--- src/rtl/demultiplexer_1_2_if.sv ---
// Stream bundle for the 1:2 demux: one shared input stream, two output streams,
// and the per-port delivered-packet counters.
interface demultiplexer_1_2_if #(
  parameter int WIDTH = 8,
  parameter int CNT_W = 8
);
  logic             in_valid;
  logic             in_ready;
  logic [WIDTH-1:0] in_data;
  logic             in_last;
  logic             in_sel;

  logic             out0_valid;
  logic             out0_ready;
  logic [WIDTH-1:0] out0_data;
  logic             out0_last;

  logic             out1_valid;
  logic             out1_ready;
  logic [WIDTH-1:0] out1_data;
  logic             out1_last;

  logic [CNT_W-1:0] pkt_cnt0;
  logic [CNT_W-1:0] pkt_cnt1;

  // Environment side: producer plus both consumers.
  modport master (
    output in_valid, in_data, in_last, in_sel, out0_ready, out1_ready,
    input  in_ready, out0_valid, out0_data, out0_last,
    input  out1_valid, out1_data, out1_last, pkt_cnt0, pkt_cnt1
  );

  // Demux side.
  modport slave (
    input  in_valid, in_data, in_last, in_sel, out0_ready, out1_ready,
    output in_ready, out0_valid, out0_data, out0_last,
    output out1_valid, out1_data, out1_last, pkt_cnt0, pkt_cnt1
  );
endinterface

--- src/rtl/demultiplexer_1_2.sv ---
// Streaming 1:2 packet demux; route chosen on first beat and held until last beat.
// Latency 1 cycle per port slot; in_ready follows only the current target port.
module demultiplexer_1_2 #(
  parameter int WIDTH = 8,
  parameter int CNT_W = 8
) (
  input logic                clk,
  input logic                rst,
  demultiplexer_1_2_if.slave bus
);

  typedef enum logic {
    ST_IDLE,
    ST_LOCKED
  } state_t;

  state_t                    state_q;
  logic                      lock_sel_q;

  logic [1:0]                vld_q,  vld_d;
  logic [1:0]                last_q, last_d;
  logic [1:0][WIDTH-1:0]     dat_q,  dat_d;
  logic [1:0][CNT_W-1:0]     cnt_q,  cnt_d;

  logic [1:0]                out_rdy;
  logic [1:0]                fill;
  logic [1:0]                drain;
  logic                      tgt;
  logic                      in_rdy;
  logic                      in_fire;

  assign out_rdy = {bus.out1_ready, bus.out0_ready};

  // in_sel only matters at a packet boundary; mid-packet the latched port wins.
  assign tgt     = (state_q == ST_LOCKED) ? lock_sel_q : bus.in_sel;
  assign in_rdy  = !rst && (!vld_q[tgt] || out_rdy[tgt]);
  assign in_fire = bus.in_valid && in_rdy;

  always_comb begin
    fill   = '0;
    drain  = '0;
    vld_d  = vld_q;
    last_d = last_q;
    dat_d  = dat_q;
    cnt_d  = cnt_q;
    for (int p = 0; p < 2; p++) begin
      fill[p]  = in_fire && (tgt == 1'(p));
      drain[p] = vld_q[p] && out_rdy[p];
      // A fill wins over a drain so back-to-back beats keep valid high.
      if (fill[p]) begin
        vld_d[p]  = 1'b1;
        dat_d[p]  = bus.in_data;
        last_d[p] = bus.in_last;
      end else if (drain[p]) begin
        vld_d[p]  = 1'b0;
      end
      if (drain[p] && last_q[p]) begin
        cnt_d[p] = cnt_q[p] + 1'b1;
      end
    end
  end

  always_ff @(posedge clk) begin
    if (rst) begin
      state_q    <= ST_IDLE;
      lock_sel_q <= 1'b0;
    end else if (in_fire) begin
      case (state_q)
        ST_IDLE: begin
          if (!bus.in_last) begin
            state_q    <= ST_LOCKED;
            lock_sel_q <= bus.in_sel;
          end
        end
        ST_LOCKED: begin
          if (bus.in_last) begin
            state_q <= ST_IDLE;
          end
        end
      endcase
    end
  end

  always_ff @(posedge clk) begin
    if (rst) begin
      vld_q  <= '0;
      last_q <= '0;
      dat_q  <= '0;
      cnt_q  <= '0;
    end else begin
      vld_q  <= vld_d;
      last_q <= last_d;
      dat_q  <= dat_d;
      cnt_q  <= cnt_d;
    end
  end

  assign bus.in_ready   = in_rdy;
  assign bus.out0_valid = vld_q[0];
  assign bus.out0_data  = dat_q[0];
  assign bus.out0_last  = last_q[0];
  assign bus.out1_valid = vld_q[1];
  assign bus.out1_data  = dat_q[1];
  assign bus.out1_last  = last_q[1];
  assign bus.pkt_cnt0   = cnt_q[0];
  assign bus.pkt_cnt1   = cnt_q[1];

endmodule

--- src/flat_wrapper.sv ---
// flat-port wrapper written by rule: the top's interface ports become plain ports
module demultiplexer_1_2_flat 
#(
  parameter int WIDTH = 8,
  parameter int CNT_W = 8
)
  (clk, rst, bus_in_valid, bus_in_data, bus_in_last, bus_in_sel, bus_out0_ready, bus_out1_ready, bus_in_ready, bus_out0_valid, bus_out0_data, bus_out0_last, bus_out1_valid, bus_out1_data, bus_out1_last, bus_pkt_cnt0, bus_pkt_cnt1);
  demultiplexer_1_2_if #(.WIDTH(WIDTH), .CNT_W(CNT_W)) bus_i ();
  input logic clk;
  input logic rst;
  input wire logic [$bits(bus_i.in_valid)-1:0] bus_in_valid;
  input wire logic [$bits(bus_i.in_data)-1:0] bus_in_data;
  input wire logic [$bits(bus_i.in_last)-1:0] bus_in_last;
  input wire logic [$bits(bus_i.in_sel)-1:0] bus_in_sel;
  input wire logic [$bits(bus_i.out0_ready)-1:0] bus_out0_ready;
  input wire logic [$bits(bus_i.out1_ready)-1:0] bus_out1_ready;
  output wire logic [$bits(bus_i.in_ready)-1:0] bus_in_ready;
  output wire logic [$bits(bus_i.out0_valid)-1:0] bus_out0_valid;
  output wire logic [$bits(bus_i.out0_data)-1:0] bus_out0_data;
  output wire logic [$bits(bus_i.out0_last)-1:0] bus_out0_last;
  output wire logic [$bits(bus_i.out1_valid)-1:0] bus_out1_valid;
  output wire logic [$bits(bus_i.out1_data)-1:0] bus_out1_data;
  output wire logic [$bits(bus_i.out1_last)-1:0] bus_out1_last;
  output wire logic [$bits(bus_i.pkt_cnt0)-1:0] bus_pkt_cnt0;
  output wire logic [$bits(bus_i.pkt_cnt1)-1:0] bus_pkt_cnt1;
  assign bus_i.in_valid = bus_in_valid;
  assign bus_i.in_data = bus_in_data;
  assign bus_i.in_last = bus_in_last;
  assign bus_i.in_sel = bus_in_sel;
  assign bus_i.out0_ready = bus_out0_ready;
  assign bus_i.out1_ready = bus_out1_ready;
  assign bus_in_ready = bus_i.in_ready;
  assign bus_out0_valid = bus_i.out0_valid;
  assign bus_out0_data = bus_i.out0_data;
  assign bus_out0_last = bus_i.out0_last;
  assign bus_out1_valid = bus_i.out1_valid;
  assign bus_out1_data = bus_i.out1_data;
  assign bus_out1_last = bus_i.out1_last;
  assign bus_pkt_cnt0 = bus_i.pkt_cnt0;
  assign bus_pkt_cnt1 = bus_i.pkt_cnt1;
  demultiplexer_1_2 #(.WIDTH(WIDTH), .CNT_W(CNT_W)) u_core (.clk(clk), .rst(rst), .bus(bus_i));
endmodule
--- config.mk ---
export PLATFORM = sky130hd
export DESIGN_NAME = demultiplexer_1_2_flat
export DESIGN_NICKNAME = d
export VERILOG_FILES = /design/src/rtl/demultiplexer_1_2_if.sv /design/src/rtl/demultiplexer_1_2.sv /design/src/flat_wrapper.sv
export SDC_FILE = /design/constraint.sdc
export NUM_CORES = 1
export LEC_CHECK = 0
export CAP_MARGIN = 20
export CORE_MARGIN = 2
export CORE_UTILIZATION = 44
export CTS_CLUSTER_DIAMETER = 50
export CTS_CLUSTER_SIZE = 30
export DETAILED_ROUTE_END_ITERATION = 8
export PLACE_DENSITY = 0.78
export SLEW_MARGIN = 25
export SYNTH_ARGS = -nofsm -noshare
export SYNTH_HDL_FRONTEND = slang
export SYNTH_SLANG_ARGS = --single-unit
--- constraint.sdc ---
create_clock -name clk -period 1.95 [get_ports clk]
set_input_delay 0.195 -clock clk [delete_from_list [all_inputs] [get_ports clk]]
set_output_delay 0.195 -clock clk [all_outputs]
set_load 0.005 [all_outputs]
Word-level counts from Yosys, hierarchy flattened
Cells that the tools add are included.
{"block": "word_totals", "regBits": 38, "in_bits": 15, "out_inout_bits": 37, "wordCells": 40}
{"block": "classes", "add_sub_neg": 2, "n_lt_le_gt_ge": 1, "mux": 10, "bitwise_logic": 3, "reduce_logical": 14}
{"op": "$add 8x1->8 const B", "count": 2}
{"op": "$mux 1", "count": 10}
{"op": "$logic_and 1x1->1", "count": 8}
{"op": "$reduce_bool 2->1", "count": 2}
{"op": "$not 1->1", "count": 3}
{"op": "$reduce_and 3->1", "count": 1}
{"op": "$logic_not 1->1", "count": 2}
{"op": "$lt 1x2->1 const B", "count": 1}
{"op": "$logic_or 1x1->1", "count": 1}

Logic depth before layout (Yosys ltp)
Gate-level depths: netlist of run 1.
{"block": "depth", "ltp_word": 9, "mapped_depth": 5, "depth_no_buf": 4}

Worst setup path after synthesis of run 1
Ideal clock, no wire load.
{"block": "synth_path", "kind": "register -> register", "startpoint": "reg u_core.state_q", "endpoint": "reg u_core.dat_q, in the netlist u_core.bus.out1_data[6]", "setup_time_ps": 128, "arrival_ps": 1231, "required_time_ps": 1822, "slack_ps": 591, "path_stages_with_launch": 6, "path_buffers": 1, "synth_period_minus_slack_ps": 1359, "cell_sequence": "dfxtp_1 mux2i_2 nand3b_4 buf_6 mux2i_1 nor2_1"}
{"block": "synth_between", "elab_chain_cells": 8, "word_cells_on_any_way": 10, "classes_between": "mux (5); reduce/logical (5)"}
{"element": "start: declaration", "line": "demultiplexer_1_2.sv:17", "text": "state_t state_q;"}
{"element": "start signal: assignment", "line": "demultiplexer_1_2.sv:65", "text": "state_q <= ST_IDLE;"}
{"element": "start signal: assignment", "line": "demultiplexer_1_2.sv:71", "text": "state_q <= ST_LOCKED;"}
{"element": "start signal: assignment", "line": "demultiplexer_1_2.sv:77", "text": "state_q <= ST_IDLE;"}
{"element": "$mux 1 (*)", "line": "demultiplexer_1_2.sv:35", "text": "assign tgt = (state_q == ST_LOCKED) ? lock_sel_q : bus.in_sel;"}
{"element": "$mux 1 (implied by the code) (2 in series)", "line": "demultiplexer_1_2.sv:36", "text": "assign in_rdy = !rst && (!vld_q[tgt] || out_rdy[tgt]);"}
{"element": "$logic_not 1->1", "line": "demultiplexer_1_2.sv:36"}
{"element": "$logic_or 1x1->1", "line": "demultiplexer_1_2.sv:36"}
{"element": "$logic_and 1x1->1", "line": "demultiplexer_1_2.sv:36"}
{"element": "$logic_and 1x1->1", "line": "demultiplexer_1_2.sv:37", "text": "assign in_fire = bus.in_valid && in_rdy;"}
{"element": "$logic_and 1x1->1 (*)", "line": "demultiplexer_1_2.sv:47", "text": "fill[p] = in_fire && (tgt == 1'(p));"}
{"element": "end signal: assignment", "line": "demultiplexer_1_2.sv:93", "text": "dat_q <= dat_d;"}
{"element": "end: declaration", "line": "demultiplexer_1_2.sv:22", "text": "logic [1:0][WIDTH-1:0] dat_q, dat_d;"}
Mark *: on every way between the ends. The rest lies on a longest branch, timed or not. The select of a mux whose other input is x is not followed.
A chain may end at the register's enable or synchronous reset.

Worst setup path after layout of run 1
{"block": "layout_path", "startpoint": "reg u_core.state_q", "endpoint": "reg u_core.lock_sel_q"}
{"block": "layout_between", "elab_chain_cells": 8, "word_cells_on_any_way": 11, "classes_between": "mux (5); bitwise (1); reduce/logical (5)"}
{"element": "$mux 1", "line": "demultiplexer_1_2.sv:35"}
{"element": "$mux 1 (implied by the code) (2 in series)", "line": "demultiplexer_1_2.sv:36"}
{"element": "$logic_not 1->1", "line": "demultiplexer_1_2.sv:36"}
{"element": "$logic_or 1x1->1", "line": "demultiplexer_1_2.sv:36"}
{"element": "$logic_and 1x1->1", "line": "demultiplexer_1_2.sv:36"}
{"element": "$logic_and 1x1->1", "line": "demultiplexer_1_2.sv:37"}
{"element": "$reduce_and 3->1 (no line) (*)"}
{"element": "end signal: assignment", "line": "demultiplexer_1_2.sv:72", "text": "lock_sel_q <= bus.in_sel;"}
{"element": "end: declaration", "line": "demultiplexer_1_2.sv:18", "text": "logic lock_sel_q;"}
Marked as above.

==> flow_summary.toml, run 1 <==
[final_layout]
register_area_um2 = 764
multiInputGateArea_um2 = 736
n_fill_cell = 286
drive_gt1_frac = 0.0777
nNetsFinal = 223
antenna_cells = 0
post-route-util = 0.646
stdcell_count = 252
syn2layout_area_growth_pct = 40.2

[min_path]
hold_path.class = "primary input to flop"

[global_routing]
grt_max_degree = 40
grtUsageTotal = 0.179
grt_pass1_vias = 1214
antenna_found_initial = 0
grt_overflow = 0
grt_pass1_wl_mm = 5.55

[drt]
avgRoutedWirePerCell_um = 13.3
ant_nets = 0
drt_iter0_markers = 29
firstDrtPassIters = 4
routed_wl_mm = 3.36
vias = 1234
drc = 0
viasPerCell = 4.90

[yosys]
synth_cells = 151
ys_ff_latch = 38
synth_nets = 168
synth_xor_area_frac = 0.0797
ys_types = 24
synth_fa_ha_area_frac = 0.0163
yosysSeqAreaShare = 0.494
yosys.area_share.simple = 0.195
ys_warn_count = 0
avgSynthCellArea_um2 = 10.2
synth_compound_area_frac = 0.0293
synth_top_family_by_area = "simple AND/OR/NAND/NOR gates"
syn_area_um2 = 1540
yosys-mux-area-fraction = 0.152

[power_and_ir_drop]
total_power_w = 0.00133
power_density_nw_per_um2 = 619
ir_drop_mv = 0.361
p_leak_nw = 0.929

[timing]
finalClockSkew_ps = 13.4
fin_tns_setup_ps = 0
setup_viol = 0
final_hold_viol_count = 0
fmax_ghz = 0.607
drv_slew = 0
rsz0062_at_grt = "false"
finalCritPeriodShare = 0.845
max-slew-margin-rel = 0.740
period_needed_ps = 1650
worst_slew_pin_slew_ps = 389

[setup_path]
critical_path_buf_inv_count = 2
path_class = "flop to flop"
cp.required_ps = 2230
crit_path_max_incr_delay_ps = 380
cp_top_family = "multiplexers"
cpMaxStageDelayCell = "dfxtp_4"
r2r_slack_ps = 300
cp_data_arrival_time_ps = 1920
cp_common_cell = "buf_4"
worst_setup_path_end_kind = "flop"
cp_cell_sequence = "mux2i_4 > buf_4 > buf_4 > nand3b_4 > a211oi_2 > mux2i_1"
critPathLaunchType = "flop"
worst-path-max-fanout = 13

[clock_tree]
insertion_delay_ps = 340
path_clk_slew_ps = 110
cts_buffers = 5
h-tree-depth = 2
cts_root_buf = "clkbuf_4"
cts_num_sinks = 38
cts_buffer_depth = 2
cts_hold_buffers = 0
cts_tree = "built"

[die]
die_w_um = 63.1
chipHeight_um = 63.1
die-area_um2 = 3990
ios = 52
initial_core_util = 0.461
row_count = 21
core_area_um2 = 3340

[place]
hpwlAfterDp_mm = 2.41
dpl.cell_count = 242
finalWeightedCongestion = 0.714
io_buffer_count = 51

[run]
cap_viol_max_count = 0

[run_status]
outcome = "completed"
per-layer routing:
metal	up-vias	track usage	wire (um)
li1	614	-	-
met1	574	0.202	1470
met2	39	0.298	1620
met3	7	0.0768	201
met4	0	0.0694	63
met5	-	0	0
worst paths after layout:
check                             to                     from  cells past startpoint
max                u_core.lock_sel_q           u_core.state_q                      6
min          u_core.bus.out1_data[0]           bus_in_data[0]                      3
max reg2reg        u_core.lock_sel_q           u_core.state_q                      6
min reg2reg  u_core.bus.out0_data[6]  u_core.bus.out0_data[6]                      2
area by class of cell:
type                            count  share of cell area
Tap cell                           46              0.0267
Multi-Input combinational cell    104               0.341
Clock buffer                        7              0.0209
Inverter                            1             0.00174
Sequential cell                    38               0.354
Timing Repair Buffer               56               0.255
power breakdown:
group / switching (W) / internal (W) / total (W)
registers: 0.0000128 / 0.000795 / 0.000808
logic: 0.0000635 / 0.0000962 / 0.000160
clock network: 0.000231 / 0.000136 / 0.000367
total: 0.000307 / 0.00103 / 0.00133
registers in the layout, summed over array words and instances (netlist names):
| register | count |
|---|---|
| u_core.last_q | 2 |
| u_core.bus.pkt_cnt1 | 8 |
| u_core.bus.pkt_cnt0 | 8 |
| u_core.lock_sel_q | 1 |
| u_core.state_q | 1 |
| u_core.vld_q | 2 |
| u_core.bus.out1_data | 8 |
| u_core.bus.out0_data | 8 |
cell usage in the layout (no fill, tap or decap):
cell,Yosys,layout
inv_1,1,1
nor2b_1,1,1
xnor2_1,4,4
a21oi_1,2,2
nand4_1,6,6
a311oi_2,1,1
and4_1,2,2
nand2_1,4,4
and3_1,6,6
dfxtp_4,0,1
mux2i_4,0,1
a211oi_2,1,1
dfxtp_1,38,37
mux2i_1,22,22
xor2_1,10,10
nand3b_4,1,1
a21boi_0,1,1
clkbuf_1,2,2
nand2b_1,4,4
dlymetal6s2s_1,0,1
nand3_2,1,1
clkbuf_4,0,5
nor2_1,35,35
ha_1,2,2
clkdlybuf4s50_1,0,50
buf_4,0,5
timing repair:
item / in CTS / in global routing
endpoints found under the setup margin: 1 / 1
setup buffers: 1 / 2
resized for setup: 1 / 3
cells in the mapped netlist:
master    number  area [um^2]
buf_6          2         22.5
mux2i_1       22          220
ha_1           2         25.0
a21oi_1        2         10.0
dfxtp_1       38          761
mux2i_2        1         13.8
nand3_2        1         10.0
buf_1          2         7.51
a21boi_0       1         7.51
and3_1         6         37.5
and4_1         2         17.5
nor2_1        35          131
xnor2_1        4         35.0
a311oi_2       1         15.0
nor2b_1        1         6.26
a211oi_2       1         12.5
nand3b_4       1         20.0
nand4_1        6         37.5
nand2b_1       4         25.0
clkbuf_1       2         7.51
inv_1          1         3.75
nand2_1        4         15.0
buf_2          2         10.0
xor2_1        10         87.6
tightest hold or removal path, stage by stage:
cell,delay [ps]
clkdlybuf4s50_1,420
mux2i_1,130
nor2_1,50
metrics by stage:
step / area [um^2] / hold slack (ps) / setup slack (ps)
after global routing: 2160 / 480 / 214
after global placement: 2070 / 473 / 183
after detailed placement: 2070 / 483 / 120
after CTS: 2130 / 479 / 24.6
after floorplan: 1540 / 339 / 591
final: 2160 / 501 / 303
cells by family after synthesis:
family	Yosys count
AO/OA/AOI/OAI	5
XOR/XNOR	14
adder cells (fa/ha/maj)	2
buffers and inverters	9
flip-flops	38
multiplexers	23
AND/OR/NAND/NOR	60
No activity file was read; power rests on OpenSTA's default activity.
==> run 2: changes to the inputs <==
--- a/config.mk
+++ b/config.mk
@@ -7,11 +7,11 @@
 export LEC_CHECK = 0
 export CAP_MARGIN = 20
 export CORE_MARGIN = 2
-export CORE_UTILIZATION = 44
+export CORE_UTILIZATION = 40
 export CTS_CLUSTER_DIAMETER = 50
 export CTS_CLUSTER_SIZE = 30
 export DETAILED_ROUTE_END_ITERATION = 8
-export PLACE_DENSITY = 0.78
+export PLACE_DENSITY = 0.74
 export SLEW_MARGIN = 25
 export SYNTH_ARGS = -nofsm -noshare
 export SYNTH_HDL_FRONTEND = slang
==> constraint.sdc (replaced) <==
create_clock -name clk -period 1.4 [get_ports clk]
set_input_delay 0.14 -clock clk [delete_from_list [all_inputs] [get_ports clk]]
set_output_delay 0.14 -clock clk [all_outputs]
set_load 0.005 [all_outputs]
==> run 2 against run 1 <==
  * The flow now finishes with violations (negative setup slack)
  * Clock skew down 6.7 ps
  * Critical path type unchanged
  * First-iteration DRC count did not move
  * Critical endpoint is now u_core.bus.out1_data[3]
  * Register-to-register slack worse by 330 ps
  * Combinational power grew 58%
  * Final cell count rose by 4.8%
==> flow_summary.toml, run 2 (synthesis gave the netlist of run 1 again) <==
[run_status]
outcome = "complete, but fails checks"
violations = "negative setup slack"

[die]
die-area_um2 = 4360
ios = 52
chipHeight_um = 66.0
initial_core_util = 0.417
core_area_um2 = 3690
die_w_um = 66.0
row_count = 22

[timing]
whs_ps = 496
postLayoutSetupSlackWorst_ps = -31.2
drv_slew = 0
finalCritPeriodShare = 1.02
setup_viol = 12
rsz0062_at_grt = "true"
worst_slew_pin_slew_ps = 399
max-slew-margin-rel = 0.734
period_needed_ps = 1430
finalClockSkew_ps = 6.77
final_hold_viol_count = 0
fmax_ghz = 0.699

[setup_path]
cp.required_ps = 1560
worst_setup_path_end_kind = "flop"
critPathLaunchType = "flop"
reg2reg_depth = 6
path_class = "flop to flop"
r2r_slack_ps = -30
cp_data_arrival_time_ps = 1590
worst-path-max-fanout = 7

[final_layout]
nNetsFinal = 233
final_common_cell = "clkdlybuf4s50_1"
antenna_cells = 0
post-route-util = 0.626
drive_gt1_frac = 0.148
layout_common_cells = "50 x clkdlybuf4s50_1, 35 x nor2_1, 34 x dfxtp_1"
register_area_um2 = 768
syn2layout_area_growth_pct = 49.9
multiInputGateArea_um2 = 757
n_fill_cell = 322
stdcell_count = 264

[power_and_ir_drop]
ir_drop_mv = 0.578
power_density_nw_per_um2 = 894
p_leak_nw = 0.988

[clock_tree]
cts_hold_buffers = 0
cts_buffer_depth = 2
path_clk_slew_ps = 60
cts_num_sinks = 38
insertion_delay_ps = 290
h-tree-depth = 2
cts_root_buf = "clkbuf_8"
cts_buffers = 5
cts_tree = "built"

[place]
finalWeightedCongestion = 0.726
hpwlAfterDp_mm = 2.51
io_buffer_count = 51
dpl.cell_count = 257
pre_cts_slack_ps = -261

[run]
cap_viol_max_count = 0

[min_path]
hold_depth = 3
hold_path.class = "primary input to flop"

[drt]
avgRoutedWirePerCell_um = 13.4
viasPerCell = 4.80
firstDrtPassIters = 4
vias = 1267
drc = 0
routed_wl_mm = 3.53
ant_nets = 0
drt_iter0_markers = 29

[global_routing]
grt_max_degree = 40
grtUsageTotal = 0.178
antenna_found_initial = 0
grt_overflow = 0
grt_pass1_wl_mm = 5.84
grt_pass1_vias = 1327
-- run 2: area by class of cell --
class	instances	area share
Timing Repair Buffer	66	0.278
Inverter	1	0.00163
Tap cell	48	0.0260
Multi-Input combinational cell	104	0.328
Clock buffer	7	0.0331
Sequential cell	38	0.333
-- run 2: worst max-delay path: stages (launching register included) --
cell and delay, ps:
dfxtp_4 370, mux2i_4 250, buf_6 140, nand3b_4 180
buf_12 140, mux2i_1 170, nor2_1 50
-- run 2: routing by layer --
metal / GRT usage / up-vias / share of wire / routed length, um
met1: 0.200 / 587 / 0.41 / 1460
met3: 0.0647 / 10 / 0.075 / 263
met4: 0.0918 / 0 / 0.023 / 80
met5: 0 / - / 0 / 0
li1: - / 635 / - / -
met2: 0.295 / 35 / 0.49 / 1720
-- run 2: where the power goes --
part	total [W]	switching, W	internal (W)
clock	0.000683	0.000341	0.000342
combinational	0.000253	0.0000986	0.000155
sequential	0.00113	0.0000181	0.00111
total	0.00206	0.000458	0.00161
-- run 2: path summary, 6_finish.rpt --
path | startpoint | endpoint
worst max-delay path | u_core.state_q | u_core.bus.out1_data[3]
worst min-delay path | bus_in_data[5] | u_core.bus.out1_data[5]
worst max register to register | u_core.state_q | u_core.bus.out1_data[3]
worst min register to register | u_core.bus.out0_data[6] | u_core.bus.out0_data[6]
-- run 2: through the flow --
step	area (um^2)	TNS (ps)	total power, W
4_1_cts	2280	-345	0.00208
6_report	2310	-238	0.00206
3_3_place_gp	2190	-3660	0.00138
5_1_grt	2310	-1290	0.00218
3_5_place_dp	2190	-4790	0.00139
2_1_floorplan	1540	0	0.00125
-- run 2: timing repair --
item	CTS	global route
endpoints found under the setup margin	21	24
setup buffers	1	0
resized for setup	10	7
pin swaps	2	3
==> run 3: changes to the inputs <==
--- a/config.mk
+++ b/config.mk
@@ -5,13 +5,14 @@
 export SDC_FILE = /design/constraint.sdc
 export NUM_CORES = 1
 export LEC_CHECK = 0
-export CAP_MARGIN = 20
+export CAP_MARGIN = 15
 export CORE_MARGIN = 2
 export CORE_UTILIZATION = 40
-export CTS_CLUSTER_DIAMETER = 50
+export CTS_CLUSTER_DIAMETER = 80
 export CTS_CLUSTER_SIZE = 30
 export DETAILED_ROUTE_END_ITERATION = 8
 export PLACE_DENSITY = 0.74
+export SETUP_SLACK_MARGIN = 0.1
 export SLEW_MARGIN = 25
 export SYNTH_ARGS = -nofsm -noshare
 export SYNTH_HDL_FRONTEND = slang
==> run 3 against run 2 <==
  * The run still ends with negative setup slack left
  * Sequential cell count unchanged
  * Non-clock buffer count increased by 8
  * Count of clock-buffer cells in the layout decreased by 1
==> flow_summary.toml, run 3 (synthesis gave the netlist of run 1 again) <==
[timing]
postLayoutSetupSlackWorst_ps = -26.6
setup_viol = 11
finalCritPeriodShare = 1.02
finalClockSkew_ps = 7.94
whs_ps = 474
max-slew-margin-rel = 0.739
final_hold_viol_count = 0
worst_slew_pin_slew_ps = 391
fin_tns_setup_ps = -118
drv_slew = 0
fmax_ghz = 0.701
rsz0062_at_grt = "true"
period_needed_ps = 1430

[global_routing]
grt_overflow = 0
grt_max_degree = 40
grt_pass1_wl_mm = 5.62
antenna_found_initial = 0
grtUsageTotal = 0.173
grt_pass1_vias = 1289

[final_layout]
final_common_cell = "nor2_1"
nNetsFinal = 241
layout_common_cells = "35 x nor2_1, 27 x clkdlybuf4s50_1, 23 x dfxtp_2"
fin_area_um2 = 2450
antenna_cells = 0
syn2layout_area_growth_pct = 59.3
drive_gt1_frac = 0.276

[clock_tree]
cts_buffer_depth = 2
h-tree-depth = 2
insertion_delay_ps = 290
cts_buffers = 5
cts_tree = "built"
cts_num_sinks = 38
path_clk_slew_ps = 80
cts_root_buf = "clkbuf_8"
cts_hold_buffers = 0

[die]
initial_core_util = 0.417
chipHeight_um = 66.0
ios = 52
die-area_um2 = 4360
row_count = 22
core_area_um2 = 3690
die_w_um = 66.0

[power_and_ir_drop]
ir_drop_mv = 0.665
total_power_w = 0.00249
power_density_nw_per_um2 = 1020
p_leak_nw = 1.37

[place]
placed_cell_area_um2 = 2180
finalWeightedCongestion = 0.761
hpwlAfterDp_mm = 2.41
io_buffer_count = 51

[drt]
drt_iter0_markers = 57
viasPerCell = 4.70
routed_wl_mm = 3.50
drc = 0
firstDrtPassIters = 4
vias = 1283
avgRoutedWirePerCell_um = 12.8
ant_nets = 0

[run_status]
violations = "negative setup slack"
outcome = "complete, but fails checks"

[setup_path]
cpMaxStageDelayCell = "dfxtp_2"
cp_data_arrival_time_ps = 1290
cp.required_ps = 1260
crit_path_max_incr_delay_ps = 350
path_class = "flop to output port"
critPathLaunchType = "flop"
worst-path-max-fanout = 2
cp_cell_sequence = "mux2i_2 > mux2i_1 > nor2_1 > buf_2"
worst_setup_path_end_kind = "output port"

[run]
cap_viol_max_count = 0

[min_path]
hold_path.class = "primary input to flop"
run 3: changes by cell type in the layout (fill, tap and decap cells not counted), sizes merged:
cell / delta
clkdlybuf4s50: -23
dlymetal6s2s: +14
dlygate4sd2: +9
buf: +8
bufinv: +2
clkbuf: -1
run 3: critical path: cells and delay by family (launching register included):
family | cells | cell delay [ps]
and+or+nand+nor | 1 | 60
muxes | 2 | 460
buffers and inverters | 1 | 120
DFF | 1 | 350
run 3: final timing paths:
kind	start	to	slack [ps]	cells past startpoint
worst min register to register	u_core.bus.out1_data[6]	u_core.bus.out1_data[6]	490	2
worst max-delay path	u_core.state_q	bus_in_ready	-30	4
worst min-delay path	bus_in_data[3]	u_core.bus.out1_data[3]	470	3
worst max register to register	u_core.state_q	u_core.bus.out1_data[0]	-20	6
run 3: what timing repair did:
item / in CTS / in global routing
resized for setup: 34 / 20
setup endpoints to repair: 45 / 41
pin swaps: 1 / 1
setup buffers: 6 / 4
run 3: report_power, final:
part           total (W)  internal [W]  switching, W  leakage [nW]
clock network    0.00114      0.000760      0.000384        0.0714
logic           0.000228      0.000139     0.0000898         0.980
registers        0.00112       0.00111     0.0000166         0.321
run 3: layer usage:
layer | GRT usage | wire length, um | part of all wire | vias to the layer above
li1 | - | - | - | 651
met1 | 0.199 | 1550 | 0.44 | 592
met2 | 0.266 | 1650 | 0.47 | 34
met3 | 0.0767 | 228 | 0.065 | 6
met4 | 0.0969 | 66 | 0.019 | 0
met5 | 0 | 0 | 0 | -
run 3: metrics by stage:
| stage | utilization | instances | setup slack [ps] |
|---|---|---|---|
| floorplan | - | 151 | 92.5 |
| CTS | 0.645 | 269 | -27.2 |
| detailed placement | 0.591 | 256 | -227 |
| global placement | 0.591 | 256 | -214 |
| finish | 0.665 | 273 | -26.6 |
| global route | 0.665 | 273 | -99.2 |
run 3: area by class of cell:
type / count / area, um^2
clock buffers: 6 / 82.6
clock inverters: 2 / 60.1
fillers: 311 / 1240
inverters: 1 / 3.75
multi-input cells: 104 / 727
flip-flops and latches: 38 / 797
well taps: 48 / 60.1
repair buffers: 74 / 722
